**src/rtl/manage_msg_dispatch.sv**
```systemverilog
`default_nettype none
// ============================================================================
// Module   : manage_msg_dispatch
// Brief    : Routes VR manage messages: COMMIT type goes to the commit engine
//            (first line + udp_info). All other types pass to the dst stream.
// Revision : 1.0
// ============================================================================
module manage_msg_dispatch #(
  parameter int                    NOC_DATA_W  = 512,
  parameter int                    MSG_TYPE_W  = 8,
  parameter int                    UDP_INFO_W  = 96,
  parameter logic [MSG_TYPE_W-1:0] COMMIT_TYPE = MSG_TYPE_W'(4)
) (
  input  logic                  clk,
  input  logic                  rst,

  input  logic                  src_manage_rx_hdr_val,
  input  logic [UDP_INFO_W-1:0] src_manage_rx_hdr,
  output logic                  manage_src_rx_hdr_rdy,

  input  logic                  src_manage_rx_data_val,
  input  logic [NOC_DATA_W-1:0] src_manage_rx_data,
  input  logic                  src_manage_rx_data_last,
  output logic                  manage_src_rx_data_rdy,

  output logic                  manage_commit_req_val,
  output logic [NOC_DATA_W-1:0] manage_commit_req,
  output logic [UDP_INFO_W-1:0] manage_commit_pkt_info,
  input  logic                  commit_manage_req_rdy,

  output logic                  manage_dst_hdr_val,
  output logic [UDP_INFO_W-1:0] manage_dst_hdr,
  input  logic                  manage_dst_hdr_rdy,

  output logic                  manage_dst_data_val,
  output logic [NOC_DATA_W-1:0] manage_dst_data,
  output logic                  manage_dst_data_last,
  input  logic                  manage_dst_data_rdy,

  output logic [31:0]           manage_commit_cnt
);

  typedef enum logic [2:0] {
    ST_IDLE      = 3'd0,
    ST_FIRST     = 3'd1,
    ST_COMMIT    = 3'd2,
    ST_DRAIN     = 3'd3,
    ST_OUT_HDR   = 3'd4,
    ST_OUT_FIRST = 3'd5,
    ST_OUT_PASS  = 3'd6
  } state_t;

  state_t                r_state;
  state_t                w_next_state;
  logic [UDP_INFO_W-1:0] r_info;
  logic [NOC_DATA_W-1:0] r_line;
  logic                  r_last;
  logic [31:0]           r_commit_cnt;

  logic                  w_hdr_xfer;
  logic                  w_first_xfer;
  logic                  w_commit_xfer;
  logic                  w_is_commit;

  assign w_is_commit   = (src_manage_rx_data[NOC_DATA_W-1 -: MSG_TYPE_W] == COMMIT_TYPE);
  assign w_hdr_xfer    = src_manage_rx_hdr_val & manage_src_rx_hdr_rdy;
  assign w_first_xfer  = (r_state == ST_FIRST) & src_manage_rx_data_val & manage_src_rx_data_rdy;
  assign w_commit_xfer = manage_commit_req_val & commit_manage_req_rdy;

  assign manage_commit_req      = r_line;
  assign manage_commit_pkt_info = r_info;
  assign manage_dst_hdr         = r_info;
  assign manage_commit_cnt      = r_commit_cnt;
  // Only OUT_PASS cuts through; every other state presents the captured line 0.
  assign manage_dst_data        = (r_state == ST_OUT_PASS) ? src_manage_rx_data : r_line;

  always_ff @(posedge clk) begin
    if (rst) begin
      r_state <= ST_IDLE;
    end else begin
      r_state <= w_next_state;
    end
  end

  always_comb begin
    w_next_state           = r_state;
    manage_src_rx_hdr_rdy  = 1'b0;
    manage_src_rx_data_rdy = 1'b0;
    manage_commit_req_val  = 1'b0;
    manage_dst_hdr_val     = 1'b0;
    manage_dst_data_val    = 1'b0;
    manage_dst_data_last   = 1'b0;
    case (r_state)
      ST_IDLE: begin
        manage_src_rx_hdr_rdy = 1'b1;
        if (src_manage_rx_hdr_val) w_next_state = ST_FIRST;
      end
      ST_FIRST: begin
        manage_src_rx_data_rdy = 1'b1;
        if (src_manage_rx_data_val) w_next_state = w_is_commit ? ST_COMMIT : ST_OUT_HDR;
      end
      ST_COMMIT: begin
        manage_commit_req_val = 1'b1;
        if (commit_manage_req_rdy) w_next_state = r_last ? ST_IDLE : ST_DRAIN;
      end
      ST_DRAIN: begin
        manage_src_rx_data_rdy = 1'b1;
        if (src_manage_rx_data_val && src_manage_rx_data_last) w_next_state = ST_IDLE;
      end
      ST_OUT_HDR: begin
        manage_dst_hdr_val = 1'b1;
        if (manage_dst_hdr_rdy) w_next_state = ST_OUT_FIRST;
      end
      ST_OUT_FIRST: begin
        manage_dst_data_val  = 1'b1;
        manage_dst_data_last = r_last;
        if (manage_dst_data_rdy) w_next_state = r_last ? ST_IDLE : ST_OUT_PASS;
      end
      ST_OUT_PASS: begin
        manage_dst_data_val    = src_manage_rx_data_val;
        manage_dst_data_last   = src_manage_rx_data_last;
        manage_src_rx_data_rdy = manage_dst_data_rdy;
        if (src_manage_rx_data_val && manage_dst_data_rdy && src_manage_rx_data_last)
          w_next_state = ST_IDLE;
      end
      default: w_next_state = ST_IDLE;
    endcase
    // Handshakes are silenced during reset so a half-finished message cannot leak out.
    if (rst) begin
      w_next_state           = ST_IDLE;
      manage_src_rx_hdr_rdy  = 1'b0;
      manage_src_rx_data_rdy = 1'b0;
      manage_commit_req_val  = 1'b0;
      manage_dst_hdr_val     = 1'b0;
      manage_dst_data_val    = 1'b0;
      manage_dst_data_last   = 1'b0;
    end
  end

  always_ff @(posedge clk) begin
    if (rst) begin
      r_info       <= '0;
      r_line       <= '0;
      r_last       <= 1'b0;
      r_commit_cnt <= '0;
    end else begin
      if (w_hdr_xfer) r_info <= src_manage_rx_hdr;
      if (w_first_xfer) begin
        r_line <= src_manage_rx_data;
        r_last <= src_manage_rx_data_last;
      end
      if (w_commit_xfer) r_commit_cnt <= r_commit_cnt + 32'd1;
    end
  end

endmodule
`default_nettype wire

```
**config.mk**
```make
export PLATFORM = sky130hd
export DESIGN_NAME = manage_msg_dispatch
export DESIGN_NICKNAME = d
export VERILOG_FILES = /design/src/rtl/manage_msg_dispatch.sv
export SDC_FILE = /design/constraint.sdc
export NUM_CORES = 2
export LEC_CHECK = 0
export ABC_AREA = 1
export BUFFER_PORTS_ARGS = -buffer_cell sky130_fd_sc_hd__buf_2
export CORE_AREA = 2 2 721 723
export CTS_CLUSTER_DIAMETER = 30
export DETAILED_ROUTE_END_ITERATION = 16
export DIE_AREA = 0 0 723 725
export MAX_ROUTING_LAYER = met4
export PLACE_DENSITY_LB_ADDON = 0.3
export REMOVE_ABC_BUFFERS = 1
export SLEW_MARGIN = 20
export SYNTH_ARGS = -nofsm -noshare
export SYNTH_HDL_FRONTEND = slang
export SYNTH_SLANG_ARGS = --single-unit
```
**constraint.sdc**
```tcl
create_clock -name clk -period 4.4 [get_ports clk]
set_clock_uncertainty 0.2 [all_clocks]
set_input_delay 0.88 -clock clk [delete_from_list [all_inputs] [get_ports clk]]
set_output_delay 0.88 -clock clk [all_outputs]
set_load 0.01 [all_outputs]
```
# Word level (Yosys, flattened, before mapping)
# Index checks and enable logic that the tools add are counted.
# op_classes
n_addsub,1
n_bitwise,4
eq_ne,14
n_mux,24
reduce_logical,6
# ops
cell,count
512-bit two-way mux,1
"32-bit by 1-bit adder with 32-bit output, second input constant",1
3-bit two-way mux,9
3-bit one-hot mux with 7 select lines,1
"2-bit inequality test, second input constant",6
"3-bit == test, second input constant",3
1-bit two-way mux,9
"8-bit by 3-bit == test with 1-bit output, second input constant",1
7-bit AND reduction,1
"3-bit by 2-bit == test with 1-bit output, second input constant",2
1-bit one-hot mux with 2 select lines,3
1-bit bitwise AND,4
"3-bit by 1-bit == test with 1-bit output, second input constant",1
1-bit logical AND,3
3-bit logical NOT,1
2-bit two-way mux,1
"2-bit by 1-bit inequality test with 1-bit output, second input constant",1
2-bit OR reduction,1
# word_totals
out_inout_bits,1254
inputBits,616
regBits,644
word_cells,54

# Depth between registers and ports, before layout
# depth
depth_word,5
mapped_depth,11
mapped_depth_nobuf,9

# Least setup slack after synthesis
# No wires, ideal clock.
# synth_path
kind,input to output
from,in rst
to,out manage_src_rx_data_rdy
t_arrival_ps,1807
n_path_buf,4
cell_stages,6
t_required_ps,3320
path_slack_ps,1513
path_cell_list,buf_2 > inv_2 > buf_4 > buf_2 > buf_2 > o21a_1
# synth_between
elab_chain_cells,1
# synth_lines
element,line_no,text
"start, declared",15,"input logic rst,"
1-bit two-way mux,129,if (rst) begin
"end, declared",24,"output logic manage_src_rx_data_rdy,"
# No other way between the ends.

# Final worst setup path
# layout_path
from,reg r_state[0]
to,out manage_dst_data[492]
# layout_between
elab_chain_cells,2
# layout_lines
element,line_no,text
"start, declared",53,state_t r_state;
"start signal, assigned",81,r_state <= w_next_state;
3-bit == test,75,assign manage_dst_data = (r_state == ST_OUT_PASS) ? src_manage_rx_data : r_line;
512-bit two-way mux,75,
"end, declared",36,"output logic [NOC_DATA_W-1:0] manage_dst_data,"
# No other way between the ends.

==> results.ini <==
[grt]
antenna_violations_before_repair = 433
grtUsageTotal_pct = 15.2
grt_max_degree = 156
grt_pass1_vias = 36500
grt_first_pass_wirelength_um = 484000
grt-ovfl-total = 0

[die]
design.portCount = 1870
floorplan.initialDensity_pct = 5.67
core_mm2 = 0.516
die_x_um = 723
fp-row-count = 264
die_ht_um = 725
die_area_mm2 = 0.524

[sta]
slew_headroom_pct = 31.9
worstMarginPinSlew_ns = 1.02
setup_violations = 0
clock.fmax_ghz = 0.234
final.period_utilization_pct = 96.9
final_critical_path_setup_slack_ns = 0.135
fin_setup_tns_ns = 0
finalHoldViolCount = 0
finalMaxSlewViolations = 0
post_layout_min_period_ns = 4.27
rsz0062_at_grt = false

[synth]
post_synth.cell_area_avg_um2 = 6.90
synth.yosys.seq_area_share_pct = 44.1
synth_seq_cells = 644
synth_cell_types = 28
yosysWarnings = 0
post_synth_inst_count = 4237
syn_area_mm2 = 0.0292

[power_and_ir_drop]
peakVddDrop_v = 0.000270
total_chip_power_mw = 33.8
pwr_density_cell_mw_per_mm2 = 582
leakagePower_nw = 24.1

[route]
route.detailed.wl_per_inst_um = 29.5
number_of_drc_markers_after_the_initial_detailed_route_iteration = 2900
routed-via-count = 40100
avgViaCountPerCell = 2.92
postRouteAntennaNets = 0
routed_wl_um = 405000
detailed_routing_iteration_count_for_the_pre_antenna_repair_pass = 6
final_routed_drc_violation_total = 0

[clock_network]
latest_clock_arrival_within_the_worst_skew_pair_ns = 0.84
cts_root_buffer = clkbuf_16
clock_sink_count = 644
cts_tree = built
clk_pin_slew_ns = 0.04
cts_max_path_buffers = 4
cts.htree.levels = 5
clock_buffer_count_from_cts = 273

[place]
detailed_place.area_mm2 = 0.0463
gp_congestion = 1.10
detailedPlace.worstSlack_ns = 0.751
post-place-cells = 12700
io_buffer_count = 1869
place.detailed.hpwl_um = 358000

[layout]
area_growth_pct = 98.4
layout_commonest_cell = buf_2
fin_area_mm2 = 0.0580
most_frequent_cells_in_the_layout = 1847 x buf_2, 1106 x o21ai_0, 802 x nand2_1
final-instance-count-excl-fill = 13700
fin_nets = 6829
share_of_final_layout_standard_cells_stronger_than_drive_strength_1_pct = 36.8

[worst_setup_path]
crit_path_start_kind = register
worstSetupPathType = register to output pin
reg2reg_path_depth = 7
crit_arrival_ns = 3.19
cp_data_required_time_ns = 3.32
timing.critical_path.fanout_max = 48
timing.critical_path.to_type = output pin

[min_path]
min_delay_path_depth = 3
hold_path.class = input pin to register

[outcome]
run_status = finished, final reports clean

[job]
max-cap-violations = 0

## synth_stat cells
library cell | n | share of area (%)
o21ai_0 | 1111 | 19
buf_4 | 111 | 2.8
nor4_1 | 1 | 0.021
buf_2 | 127 | 2.2
nor3b_2 | 1 | 0.043
nand4_4 | 1 | 0.073
nand2_1 | 802 | 10
nor3_1 | 4 | 0.068
nand3b_1 | 2 | 0.051
nor2_2 | 2 | 0.043
xnor2_1 | 4 | 0.12
clkbuf_1 | 178 | 2.3
o21ai_1 | 21 | 0.36
nor3b_1 | 1 | 0.026
buf_1 | 2 | 0.026
inv_1 | 563 | 7.2
nand3_1 | 31 | 0.53
a21oi_1 | 528 | 9.0
ha_1 | 1 | 0.043
dfxtp_1 | 644 | 44
o21a_1 | 1 | 0.026
and3_1 | 1 | 0.021
inv_2 | 3 | 0.039
nor2_4 | 3 | 0.12
nor2_1 | 74 | 0.95
o211ai_1 | 2 | 0.051
nand4_1 | 15 | 0.32
buf_6 | 3 | 0.12
## repair_timing
item | in CTS | in global routing
buffers inserted | 0 | 0
gates resized for setup | 9 | 6
setup endpoints to repair | 8 | 6
hold endpoints to repair | 179 | 0
hold buffers | 179 | 0
cloned | 1 | 1
## through the flow
step	hold slack (ns)	util (%)
6_report	0.121	11.2
5_1_grt	0.0459	11.2
4_1_cts	0.000428	11.1
3_5_place_dp	0.250	8.97
3_3_place_gp	0.248	8.97
2_1_floorplan	0.285	-
## registers in the layout, indices dropped and copies added, names as in the netlist
name / flops
manage_commit_cnt: 32
manage_commit_pkt_info: 96
manage_commit_req: 512
r_last: 1
r_state: 3
## cells by family after synthesis
logic type,share of synthesized area (%)
and+or+nand+nor,12.6
AOI/OAI and AO/OA,28.5
xor gates and xnor gates,0.120
adders and majority gates,0.0428
DFF,44.1
buffers and inverters,14.7
## layer usage
metal	track usage, %	share of wire [%]
met5	-	0
met4	4.40	3.6
met3	9.69	15
met2	23.4	44
met1	15.9	37
## critical path, cell delays in order (launching register included)
cell and delay (ns):
dfxtp_1 0.62, nor2_4 0.14, buf_12 0.18, buf_16 0.27, o21ai_0 0.69, buf_2 0.30
## cell type report
| type | count | area (µm²) |
|---|---|---|
| fillers | 60500 | 458000 |
| repair buffers | 2121 | 12400 |
| clock buffers | 421 | 8170 |
| diodes | 388 | 971 |
| multi-input cells | 2606 | 12100 |
| flip-flops and latches | 644 | 12900 |
| inverters | 566 | 2130 |
| well taps | 6916 | 8650 |
| clock inverters | 58 | 722 |
## path summary, 6_finish.rpt
| kind | start | endpoint | slack, ns |
|---|---|---|---|
| worst max-delay path | r_state[0]$_SDFFE_PP0P_ | manage_dst_data[492] | 0.13 |
| worst min-delay path | src_manage_rx_data[336] | manage_commit_req[336]$_SDFFE_PP0P_ | 0.12 |
| worst max register to register | r_state[0]$_SDFFE_PP0P_ | manage_commit_req[292]$_SDFFE_PP0P_ | 1.93 |
| worst min register to register | manage_commit_req[271]$_SDFFE_PP0P_ | manage_commit_req[271]$_SDFFE_PP0P_ | 0.25 |
## where the power goes
group	switching [mW]	internal, mW	total, mW
combinational	5.70	2.36	8.06
sequential	0.626	6.71	7.33
clock	5.70	12.7	18.4
total	12.0	21.8	33.8
No activity file was read; power rests on OpenSTA's default activity.
